===== config.mk =====
export PLATFORM = sky130hd
export DESIGN_NAME = branch_predictor_bht
export DESIGN_NICKNAME = d
export VERILOG_FILES = /design/src/rtl/bp_pkg.sv /design/src/rtl/sat_counter2.sv /design/src/rtl/branch_predictor_bht.sv
export SDC_FILE = /design/constraint.sdc
export NUM_CORES = 2
export LEC_CHECK = 0
export ABC_CLOCK_PERIOD_IN_PS = 45500
export CAP_MARGIN = 30
export CELL_PAD_IN_SITES_DETAIL_PLACEMENT = 0
export CELL_PAD_IN_SITES_GLOBAL_PLACEMENT = 2
export CORE_UTILIZATION = 44
export CTS_CLUSTER_DIAMETER = 100
export DETAILED_ROUTE_END_ITERATION = 12
export PLACE_DENSITY = 0.91
export SLEW_MARGIN = 30
export SYNTH_ARGS = -nofsm -noshare
export SYNTH_HDL_FRONTEND = slang
export SYNTH_SLANG_ARGS = --single-unit

===== constraint.sdc =====
create_clock -name clk -period 45.5 [get_ports clk]
set_clock_uncertainty 0.05 [all_clocks]
set_input_delay 6.825 -clock clk [delete_from_list [all_inputs] [get_ports clk]]
set_output_delay 6.825 -clock clk [all_outputs]
set_load 0.02 [all_outputs]

===== src/rtl/bp_pkg.sv =====
// Shared encodings for the branch predictor: 2-bit saturating counter states,
// the reset value given to every entry and the value written on allocation.
// No ports; imported by branch_predictor_bht and sat_counter2.
package bp_pkg;

  typedef logic [1:0] ctr_t;

  localparam ctr_t CTR_SNT = 2'b00;  // strongly not-taken
  localparam ctr_t CTR_WNT = 2'b01;  // weakly not-taken
  localparam ctr_t CTR_WT  = 2'b10;  // weakly taken
  localparam ctr_t CTR_ST  = 2'b11;  // strongly taken

  localparam ctr_t CTR_RESET = CTR_WNT;
  localparam ctr_t CTR_ALLOC = CTR_WT;

endpackage


===== src/rtl/sat_counter2.sv =====
// Next-state function of a 2-bit saturating branch counter.
// Latency: purely combinational. Backpressure: none.
// Ports: ctr (current state), taken (resolved outcome), ctr_next (state after training).
module sat_counter2
  import bp_pkg::*;
(
  input  ctr_t ctr,
  input  logic taken,
  output ctr_t ctr_next
);

  always_comb begin
    ctr_next = ctr;
    if (taken) begin
      if (ctr != CTR_ST) ctr_next = ctr + 2'd1;
    end else begin
      if (ctr != CTR_SNT) ctr_next = ctr - 2'd1;
    end
  end

endmodule


===== src/rtl/branch_predictor_bht.sv =====
// Direct-mapped branch history table with target buffer for the RV32I fetch stage.
// Latency: lookup and flush/redirect are combinational; training lands on the clock
// edge of the ex_valid cycle. Backpressure: none, one update accepted every cycle.
// Ports: clk/rst (async active-high); if_pc -> pred_taken/pred_target (IF lookup);
// ex_* resolved branch from EX -> flush/redirect_pc.
// Optional BHT_STATS_EN adds stat_branches / stat_mispredicts (32-bit, wrapping).
module branch_predictor_bht
  import bp_pkg::*;
#(
  parameter int INDEX_BITS = 4,
  parameter int XLEN       = 32
) (
  input  logic            clk,
  input  logic            rst,
  input  logic [XLEN-1:0] if_pc,
  output logic            pred_taken,
  output logic [XLEN-1:0] pred_target,
  input  logic            ex_valid,
  input  logic [XLEN-1:0] ex_pc,
  input  logic            ex_taken,
  input  logic [XLEN-1:0] ex_target,
  input  logic            ex_pred_taken,
  input  logic [XLEN-1:0] ex_pred_target,
`ifdef BHT_STATS_EN
  output logic [31:0]     stat_branches,
  output logic [31:0]     stat_mispredicts,
`endif
  output logic            flush,
  output logic [XLEN-1:0] redirect_pc
);

  localparam int DEPTH = 1 << INDEX_BITS;
  localparam int TAG_W = XLEN - INDEX_BITS - 2;

  logic             valid_q  [DEPTH];
  logic             valid_d  [DEPTH];
  logic [TAG_W-1:0] tag_q    [DEPTH];
  logic [TAG_W-1:0] tag_d    [DEPTH];
  logic [XLEN-1:0]  target_q [DEPTH];
  logic [XLEN-1:0]  target_d [DEPTH];
  ctr_t             ctr_q    [DEPTH];
  ctr_t             ctr_d    [DEPTH];

  // ---------------- lookup ----------------
  logic [INDEX_BITS-1:0] if_idx;
  logic [TAG_W-1:0]      if_tag;
  logic                  if_hit;

  assign if_idx = if_pc[INDEX_BITS+1:2];
  assign if_tag = if_pc[XLEN-1:INDEX_BITS+2];
  assign if_hit = valid_q[if_idx] && (tag_q[if_idx] == if_tag);

  assign pred_taken  = if_hit && ctr_q[if_idx][1];
  assign pred_target = pred_taken ? target_q[if_idx] : (if_pc + XLEN'(4));

  // ---------------- resolution ----------------
  logic mispredict;

  assign mispredict = (ex_taken != ex_pred_taken) ||
                      (ex_taken && (ex_target != ex_pred_target));

  // Held low while rst is asserted so a stale EX branch cannot redirect fetch.
  assign flush       = ex_valid && !rst && mispredict;
  assign redirect_pc = flush ? (ex_taken ? ex_target : (ex_pc + XLEN'(4))) : '0;

  // ---------------- training ----------------
  logic [INDEX_BITS-1:0] ex_idx;
  logic [TAG_W-1:0]      ex_tag;
  logic                  ex_hit;
  ctr_t                  ctr_trained;

  assign ex_idx = ex_pc[INDEX_BITS+1:2];
  assign ex_tag = ex_pc[XLEN-1:INDEX_BITS+2];
  assign ex_hit = valid_q[ex_idx] && (tag_q[ex_idx] == ex_tag);

  sat_counter2 u_sat_counter2 (
    .ctr      (ctr_q[ex_idx]),
    .taken    (ex_taken),
    .ctr_next (ctr_trained)
  );

  always_comb begin
    valid_d  = valid_q;
    tag_d    = tag_q;
    target_d = target_q;
    ctr_d    = ctr_q;
    if (ex_valid) begin
      if (ex_hit) begin
        ctr_d[ex_idx] = ctr_trained;
        if (ex_taken) target_d[ex_idx] = ex_target;
      end else if (ex_taken) begin
        // Miss on a taken branch evicts whatever aliased into this slot.
        valid_d[ex_idx]  = 1'b1;
        tag_d[ex_idx]    = ex_tag;
        target_d[ex_idx] = ex_target;
        ctr_d[ex_idx]    = CTR_ALLOC;
      end
    end
  end

  always_ff @(posedge clk or posedge rst) begin
    if (rst) begin
      for (int i = 0; i < DEPTH; i++) begin
        valid_q[i]  <= 1'b0;
        tag_q[i]    <= '0;
        target_q[i] <= '0;
        ctr_q[i]    <= CTR_RESET;
      end
    end else begin
      valid_q  <= valid_d;
      tag_q    <= tag_d;
      target_q <= target_d;
      ctr_q    <= ctr_d;
    end
  end

`ifdef BHT_STATS_EN
  logic [31:0] stat_branches_q,    stat_branches_d;
  logic [31:0] stat_mispredicts_q, stat_mispredicts_d;

  always_comb begin
    stat_branches_d    = stat_branches_q;
    stat_mispredicts_d = stat_mispredicts_q;
    if (ex_valid) stat_branches_d    = stat_branches_q + 32'd1;
    if (flush)    stat_mispredicts_d = stat_mispredicts_q + 32'd1;
  end

  always_ff @(posedge clk or posedge rst) begin
    if (rst) begin
      stat_branches_q    <= '0;
      stat_mispredicts_q <= '0;
    end else begin
      stat_branches_q    <= stat_branches_d;
      stat_mispredicts_q <= stat_mispredicts_d;
    end
  end

  assign stat_branches    = stat_branches_q;
  assign stat_mispredicts = stat_mispredicts_q;
`endif

endmodule


=== After elaboration in Yosys (flattened, before gate mapping) ===
Index checks and enable logic that the tools add are counted.

* Bits in registers: 976
* Bits of input ports: 133
* Output and inout bits: 66
* Word-level logic and storage cells: 137

* Add/sub/neg operators: 4
* $lt $le $gt $ge: 3
* Equal/unequal tests: 5
* Mux-type cells: 40
* Bitwise gates (word level): 7
* Reductions and logical operators: 14

{| class="wikitable"
|+ Operators with widths
! cell !! number
|-
| 512-bit bitwise mux || 1
|-
| 416-bit bitwise mux || 1
|-
| 32-bit 2-to-1 mux || 8
|-
| 26-bit binary-select mux with 4-bit select || 2
|-
| 26-bit 2-to-1 mux || 5
|-
| 32-bit binary-select mux with 4-bit select || 1
|-
| 32-bit demux with 4-bit select || 1
|-
| 26-bit demux with 4-bit select || 1
|-
| 32-bit by 3-bit adder with 32-bit output (second input constant) || 2
|-
| 26-bit equality test || 2
|-
| 32-bit bitwise mux || 1
|-
| 32-bit != test || 1
|-
| 16-bit OR || 2
|-
| 16-bit bitwise AND || 1
|-
| 2-bit binary-select mux with 4-bit select || 2
|-
| 2-bit 2-to-1 mux || 8
|-
| 16-bit NOT || 1
|-
| 5-bit greater-or-equal comparator (second input constant) || 2
|-
| 4-bit NOT with 5-bit output || 2
|-
| 1-bit binary-select mux with 4-bit select || 2
|-
| 2-bit demux with 4-bit select || 1
|-
| 1-bit logical AND || 7
|-
| 5-bit by 1-bit < comparator with 1-bit output (second input constant) || 1
|-
| 1-bit 2-to-1 mux || 5
|-
| 11 further kinds || 13
|}

=== Depth between registers and ports, before layout ===
* Depth after elaboration: 9
* Depth in mapped cells: 16

=== Modules after synthesis ===
From an unflattened synthesis, not the netlist that was laid out.

* Cell total of the unflattened synthesis: 3492
* Area total of the unflattened synthesis: 51139.0 µm²

{| class="wikitable"
|+ Modules (own cells, without submodules)
! module !! times used !! cells each !! area an instance (µm²) !! sequential area each (µm²)
|-
| branch_predictor_bht || 1 || 3489 || 51112.8 || 24443.4
|-
| sat_counter2 || 1 || 3 || 26.3 || 0.0
|}

=== Worst setup path before layout ===
OpenSTA, ideal clock, no wires.

* Path kind: in2out
* Start point: input rst
* End point: output redirect_pc[28]
* Arrival: 32.550 ns
* Required time: 38.625 ns
* Setup slack: 6.075 ns
* Stages on the path: 3
* Path buffers: 0
* Cells stage by stage: inv_1 o2111ai_1 a211oi_1

* Longest elaborated chain between the ends: 4

{| class="wikitable"
|+ RTL lines
! item !! RTL line !! source
|-
| start: declaration || branch_predictor_bht.sv:14 || <nowiki>input logic rst,</nowiki>
|-
| 1-bit zero test (no source line) || -- ||
|-
| 1-bit logical AND (2 in series) || branch_predictor_bht.sv:63 || <nowiki>assign flush = ex_valid && !rst && mispredict;</nowiki>
|-
| 32-bit 2-to-1 mux || branch_predictor_bht.sv:64 || <nowiki>assign redirect_pc = flush ? (ex_taken ? ex_target : (ex_pc + XLEN'(4))) : '0;</nowiki>
|-
| end: declaration || branch_predictor_bht.sv:29 || <nowiki>output logic [XLEN-1:0] redirect_pc</nowiki>
|}

No other way between the ends.

=== Final worst setup path ===
* Start point: input if_pc[2]
* End point: output pred_target[31]

* Longest elaborated chain between the ends: 8
* Elaborated cells between the ends (all ways): 18
* Those cells by class: add/sub: 1; eq/ne: 1; mux: 13; bitwise: 1; reduce/logical: 2

{| class="wikitable"
|+ RTL lines
! item !! RTL line !! source
|-
| start: declaration || branch_predictor_bht.sv:15 || <nowiki>input logic [XLEN-1:0] if_pc,</nowiki>
|-
| 4-bit NOT with 5-bit output (implied by the code) || branch_predictor_bht.sv:51, branch_predictor_bht.sv:53, branch_predictor_bht.sv:54 ||
|-
| 26-bit binary-select mux with 4-bit select || branch_predictor_bht.sv:51 || <nowiki>assign if_hit = valid_q[if_idx] && (tag_q[if_idx] == if_tag);</nowiki>
|-
| 26-bit 2-to-1 mux (implied by the code) (2 in series) || branch_predictor_bht.sv:51 ||
|-
| 26-bit equality test || branch_predictor_bht.sv:51 ||
|-
| 1-bit logical AND || branch_predictor_bht.sv:51 ||
|-
| 1-bit logical AND || branch_predictor_bht.sv:53 || <nowiki>assign pred_taken = if_hit && ctr_q[if_idx][1];</nowiki>
|-
| 32-bit 2-to-1 mux (*) || branch_predictor_bht.sv:54 || <nowiki>assign pred_target = pred_taken ? target_q[if_idx] : (if_pc + XLEN'(4));</nowiki>
|-
| end: declaration || branch_predictor_bht.sv:17 || <nowiki>output logic [XLEN-1:0] pred_target,</nowiki>
|}

Mark *: on every way between the ends. The rest lies on a longest branch, timed or not. The select of a mux whose other input is x is not followed.

==> results_tabular.tex <==
\begin{tabular}{lr}
\hline
Metric & Value \\
\hline
\multicolumn{2}{l}{\textbf{Run}} \\
\quad Max\_cap viols & 0 \\
\multicolumn{2}{l}{\textbf{Die}} \\
\quad Area of the placeable core & 117000 sq um \\
\quad Die area & 119000 sq um \\
\quad Initial standard-cell utilization of the core & 44.6\% \\
\quad Number of I/O pins & $\sim$200 \\
\quad Floorplan row count & between 100 and 150 \\
\quad Die width & $\sim$350 um \\
\quad Overall die height & $\sim$350 um \\
\multicolumn{2}{l}{\textbf{STA}} \\
\quad Headroom to the max-slew limit & between 20\% and 30\% \\
\quad Final Setup Violations & 0 \\
\quad Fin crit period & around 19000 ps \\
\quad Setup repair after global routing missed its margin & no \\
\quad Post-route fraction of the period consumed by the critical path & a little over two fifths \\
\quad Fin. Hold Viols & 0 \\
\quad Total Neg Setup Slack & 0 ps \\
\quad Timing-limited maximum frequency & approximately 52 MHz \\
\quad Final critical-path setup slack & roughly 26000 ps \\
\quad Worst slew pin tran & between 1000 and 1500 ps \\
\quad Number of pins with negative max-slew slack in the final report & 0 \\
\multicolumn{2}{l}{\textbf{Clocking}} \\
\quad Buffer count from post-CTS setup fixing & 0 \\
\quad Clock tree from TritonCTS & built \\
\quad Insertion delay to the later sink of the worst-skew pair & 720 ps \\
\quad Number of levels in the clock H-tree & 3 \\
\quad Number of sinks driven by the clock tree & 976 \\
\quad Library cell used as clock root buffer & sky130\_fd\_sc\_hd\_\_clkbuf\_16 \\
\quad Clock-pin slew on the worst setup and hold paths & approximately 60 ps \\
\quad Post-CTS Resized & 0 \\
\quad Hold buffer count at CTS & 0 \\
\quad TritonCTS buffer count & between 100 and 150 \\
\quad CTS max path bufs & 3 \\
\multicolumn{2}{l}{\textbf{Routing}} \\
\quad Post-detailed-route count of antenna-violating nets & 0 \\
\quad Average wire length per cell after detail routing & 29.4 um \\
\quad Post-DR vias/cell & 6.16 \\
\quad Post-route DRC & 0 \\
\quad DR vias & around 35000 \\
\quad Detailed-router iteration count before antenna repair & 7 \\
\quad Wire length after detailed routing & $\sim$170000 um \\
\quad Number of DRC markers in iteration 0 & between 3000 and 4000 \\
\multicolumn{2}{l}{\textbf{Synthesis}} \\
\quad Proportion of register bits with asynchronous set or reset after synthesis & 100\% \\
\quad Avg Synthesized Cell Area & $\sim$13 sq um \\
\quad Sequential fraction of the synthesis area & between 40\% and 50\% \\
\quad Number of synthesis warnings & 0 \\
\quad Syn nets & between 4000 and 5000 \\
\quad Unique masters post-synth & 74 \\
\quad Post-Syn Instances & around 4100 \\
\quad Count of flip-flops with a built-in enable after synthesis & 0 \\
\quad FF+latch count, synth & 976 \\
\quad Most used DFF post-synth & sky130\_fd\_sc\_hd\_\_dfrtp\_1 \\
\quad Cell area after synthesis & roughly 52000 sq um \\
\multicolumn{2}{l}{\textbf{Pwr}} \\
\quad Sequential share of power & approximately 45\% \\
\quad Clk network pwr share & 35.2\% \\
\quad Logic gate share of total power & 20.2\% \\
\quad Internal Power & around 0.0018 W \\
\quad Peak supply drop & about 32 uV \\
\quad Net Sw Power & 0.000712 W \\
\quad Pwr dens & $\sim$43 nW/um\^{}2 \\
\quad Total power draw & around 0.0026 W \\
\quad Static leakage power & about 26 nW \\
\quad Net Sw Frac & 27.9\% \\
\multicolumn{2}{l}{\textbf{Layout}} \\
\quad Final core occ & between 50\% and 60\% \\
\quad Fill count & approximately 10000 \\
\quad Area delta synth->final & 13.3\% \\
\quad Fraction of final layout cells with drive strength greater than 1 & 33.8\% \\
\quad Number of nets at the end of the flow & 4282 \\
\quad Final cell area excluding filler cells & approximately 59000 sq um \\
\multicolumn{2}{l}{\textbf{Setup path}} \\
\quad Critical path class & input port to primary output \\
\quad Critical path's largest stage delay & approximately 750 ps \\
\quad Worst endpoint required time & between 30000 and 40000 ps \\
\quad Register-to-register setup slack & roughly 40000 ps \\
\quad CP Capture Type & primary output \\
\quad Cell mode on critical path & sky130\_fd\_sc\_hd\_\_mux4\_2 \\
\quad Combined buffer and inverter count along the critical path & 4 \\
\quad Slowest cell on the critical path & sky130\_fd\_sc\_hd\_\_nand3\_4 \\
\quad Arrival time reported for the critical path endpoint & 12200 ps \\
\quad Cell class contributing the biggest share of worst-path delay & buffers and inverters \\
\quad Top fanout value on the critical path & 61 \\
\quad Crit-path cells & buf\_8 > buf\_16 > buf\_4 > mux4\_2 > mux4\_2 > xnor2\_1 > nand4\_1 > nor4\_1 > nand3\_4 > a21oi\_1 > clkdlybuf4s50\_1 \\
\quad Worst setup SP type & input port \\
\multicolumn{2}{l}{\textbf{GRT}} \\
\quad Initial antenna violation count & 11 \\
\quad Total congestion overflow after global routing & 0 \\
\quad All-Layer GR Usage & about 28\% \\
\quad Pin count of the biggest net entering global routing & 185 \\
\quad Vias in the first global route & between 30000 and 40000 \\
\quad Wire length of the first global-routing pass & 250000 um \\
\multicolumn{2}{l}{\textbf{Placement}} \\
\quad Number of buffer cells added on primary ports & $\sim$200 \\
\quad Post-detailed-placement half-perimeter wirelength & 103000 um \\
\quad Pre-CTS setup slack & about 26000 ps \\
\quad Routability congestion estimate from global placement & between 0.8 and 0.9 \\
\quad Area of placed instances & about 55000 sq um \\
\multicolumn{2}{l}{\textbf{Status}} \\
\quad Status & finished, final reports clean \\
\multicolumn{2}{l}{\textbf{Hold path}} \\
\quad Worst hold path class & flip-flop to flip-flop \\
\hline
\end{tabular}
metal layers:
layer  vias to the layer above  share of wire (%)  track usage (%)
li1                      14700                  -                -
met1                     18800                 42             40.8
met2                      1641                 45             42.5
met3                       296                9.6             6.97
met4                        16                2.9             8.39
met5                         -              0.071            0.160
worst register-to-register path: stages (launching register included):
cell                       delay, ps
sky130_fd_sc_hd__dfrtp_1         400
sky130_fd_sc_hd__mux4_2          460
sky130_fd_sc_hd__mux2i_1         210
sky130_fd_sc_hd__xor2_1          490
sky130_fd_sc_hd__nand3_1         180
sky130_fd_sc_hd__o31ai_1         100
sky130_fd_sc_hd__o21ai_0         400
sky130_fd_sc_hd__nor4_4          370
sky130_fd_sc_hd__buf_4           780
sky130_fd_sc_hd__nand2b_2        480
sky130_fd_sc_hd__buf_4           520
sky130_fd_sc_hd__mux2_2          430
worst paths after layout:
| path | start | endpoint | cells past startpoint |
|---|---|---|---|
| max in group asynchronous | rst | target_q[379] | 5 |
| hold / removal | target_q[25] | target_q[25] | 2 |
| hold reg to reg | target_q[25] | target_q[25] | 2 |
| min in group asynchronous | rst | ctr_q[13] | 2 |
| setup reg to reg | tag_q[326] | tag_q[66] | 11 |
| setup / recovery | if_pc[2] | pred_target[31] | 11 |
synth_stat cells, types with 4 or more instances:
cell type                  count  area share, %
sky130_fd_sc_hd__inv_1        28           0.20
sky130_fd_sc_hd__or2_2        10           0.12
sky130_fd_sc_hd__nor3_1       24           0.23
sky130_fd_sc_hd__a211oi_1      8           0.12
sky130_fd_sc_hd__a21oi_1      83           0.80
sky130_fd_sc_hd__and4_1        4          0.067
sky130_fd_sc_hd__dfstp_2      16           0.81
sky130_fd_sc_hd__nor2_8        9           0.35
sky130_fd_sc_hd__and2_1        6          0.072
sky130_fd_sc_hd__nor4_1       18           0.22
sky130_fd_sc_hd__a221oi_1      5          0.084
sky130_fd_sc_hd__buf_1        49           0.35
sky130_fd_sc_hd__nand3_1      57           0.55
sky130_fd_sc_hd__ha_1          5           0.12
sky130_fd_sc_hd__a31o_2        7           0.12
sky130_fd_sc_hd__nor2b_1       9           0.11
sky130_fd_sc_hd__o31ai_1       4          0.058
sky130_fd_sc_hd__dfrtp_1     960             46
sky130_fd_sc_hd__or4_1         8           0.12
sky130_fd_sc_hd__o21ai_0      17           0.16
sky130_fd_sc_hd__buf_4        19           0.27
sky130_fd_sc_hd__nor2_1      137           0.99
sky130_fd_sc_hd__and3_1        8          0.096
sky130_fd_sc_hd__o22ai_1       4          0.048
sky130_fd_sc_hd__or2_1         9           0.11
sky130_fd_sc_hd__xnor2_1      82            1.4
sky130_fd_sc_hd__or3_1         6          0.072
sky130_fd_sc_hd__o211a_1       9           0.17
sky130_fd_sc_hd__o211ai_1     17           0.25
sky130_fd_sc_hd__buf_2        32           0.31
sky130_fd_sc_hd__a22oi_1      20           0.29
sky130_fd_sc_hd__nand2b_1      5          0.060
sky130_fd_sc_hd__xor2_1       55           0.93
sky130_fd_sc_hd__mux2i_1      87            1.7
sky130_fd_sc_hd__mux2_4      171            4.9
sky130_fd_sc_hd__nor2_2        5          0.060
sky130_fd_sc_hd__mux2_2      511             11
sky130_fd_sc_hd__nand4_1      25           0.30
sky130_fd_sc_hd__mux4_2      380             16
sky130_fd_sc_hd__buf_6        27           0.59
sky130_fd_sc_hd__clkbuf_1    248            1.8
sky130_fd_sc_hd__nand2_1     880            6.4
stage by stage:
stage	instances	hold slack [ps]
after detailed placement	5557	408
after global routing	5756	435
after CTS	5753	423
after floorplan	4109	391
final	5758	420
after global placement	5553	403
logic make-up after synthesis:
logic type      share of synthesized area, %
simple gates                            10.0
compound gates                          2.68
flops                                   47.1
xor+xnor                                2.31
buf+inv                                 3.57
mux                                     34.2
fa+ha+maj                              0.159
cells in the final DEF (no fill, tap or decap), types with 17 or more instances in the layout:
| master | n |
|---|---|
| sky130_fd_sc_hd__mux2i_1 | 87 |
| sky130_fd_sc_hd__nand4_1 | 25 |
| sky130_fd_sc_hd__nand2_1 | 871 |
| sky130_fd_sc_hd__clkbuf_1 | 25 |
| sky130_fd_sc_hd__xor2_1 | 55 |
| sky130_fd_sc_hd__clkbuf_16 | 108 |
| sky130_fd_sc_hd__a21oi_1 | 83 |
| sky130_fd_sc_hd__mux2_4 | 171 |
| sky130_fd_sc_hd__mux2_2 | 511 |
| sky130_fd_sc_hd__dfrtp_1 | 960 |
| sky130_fd_sc_hd__clkinv_2 | 20 |
| sky130_fd_sc_hd__clkdlybuf4s50_1 | 189 |
| sky130_fd_sc_hd__buf_4 | 95 |
| sky130_fd_sc_hd__xnor2_1 | 82 |
| sky130_fd_sc_hd__nor2_1 | 122 |
| sky130_fd_sc_hd__inv_1 | 27 |
| sky130_fd_sc_hd__mux4_2 | 380 |
| sky130_fd_sc_hd__o211ai_1 | 17 |
| sky130_fd_sc_hd__clkbuf_8 | 20 |
| sky130_fd_sc_hd__nor3_1 | 23 |
| sky130_fd_sc_hd__o21ai_0 | 17 |
| sky130_fd_sc_hd__nand3_1 | 56 |
| sky130_fd_sc_hd__nor2_4 | 20 |
| sky130_fd_sc_hd__a22oi_1 | 20 |
sequential cells by signal, summed over array words and instances, names as in the netlist:
signal / cells
target_q: 512
tag_q: 416
valid_q: 16
ctr_q: 32
power by group through the flow:
stage          combinational [W]  clock, W  sequential [W]
3_5_place_dp            0.000513         0         0.00115
6_report                0.000515  0.000897         0.00114
4_1_cts                 0.000514  0.000905         0.00113
3_3_place_gp            0.000501         0         0.00114
2_1_floorplan           0.000389         0         0.00112
5_1_grt                 0.000551  0.000939         0.00116
final cells by class:
| type | instances | area [sq um] | share of cell area [%] |
|---|---|---|---|
| multi-input cells | 2727 | 25800 | 43.9 |
| well taps | 1524 | 1910 | 3.24 |
| clock inverters | 43 | 531 | 0.902 |
| clock buffers | 153 | 3070 | 5.22 |
| repair buffers | 303 | 2900 | 4.92 |
| inverters | 30 | 120 | 0.204 |
| flip-flops and latches | 976 | 24400 | 41.6 |
| diodes | 2 | 5.00 | 0.00851 |
(Power assumes the default switching activity.)
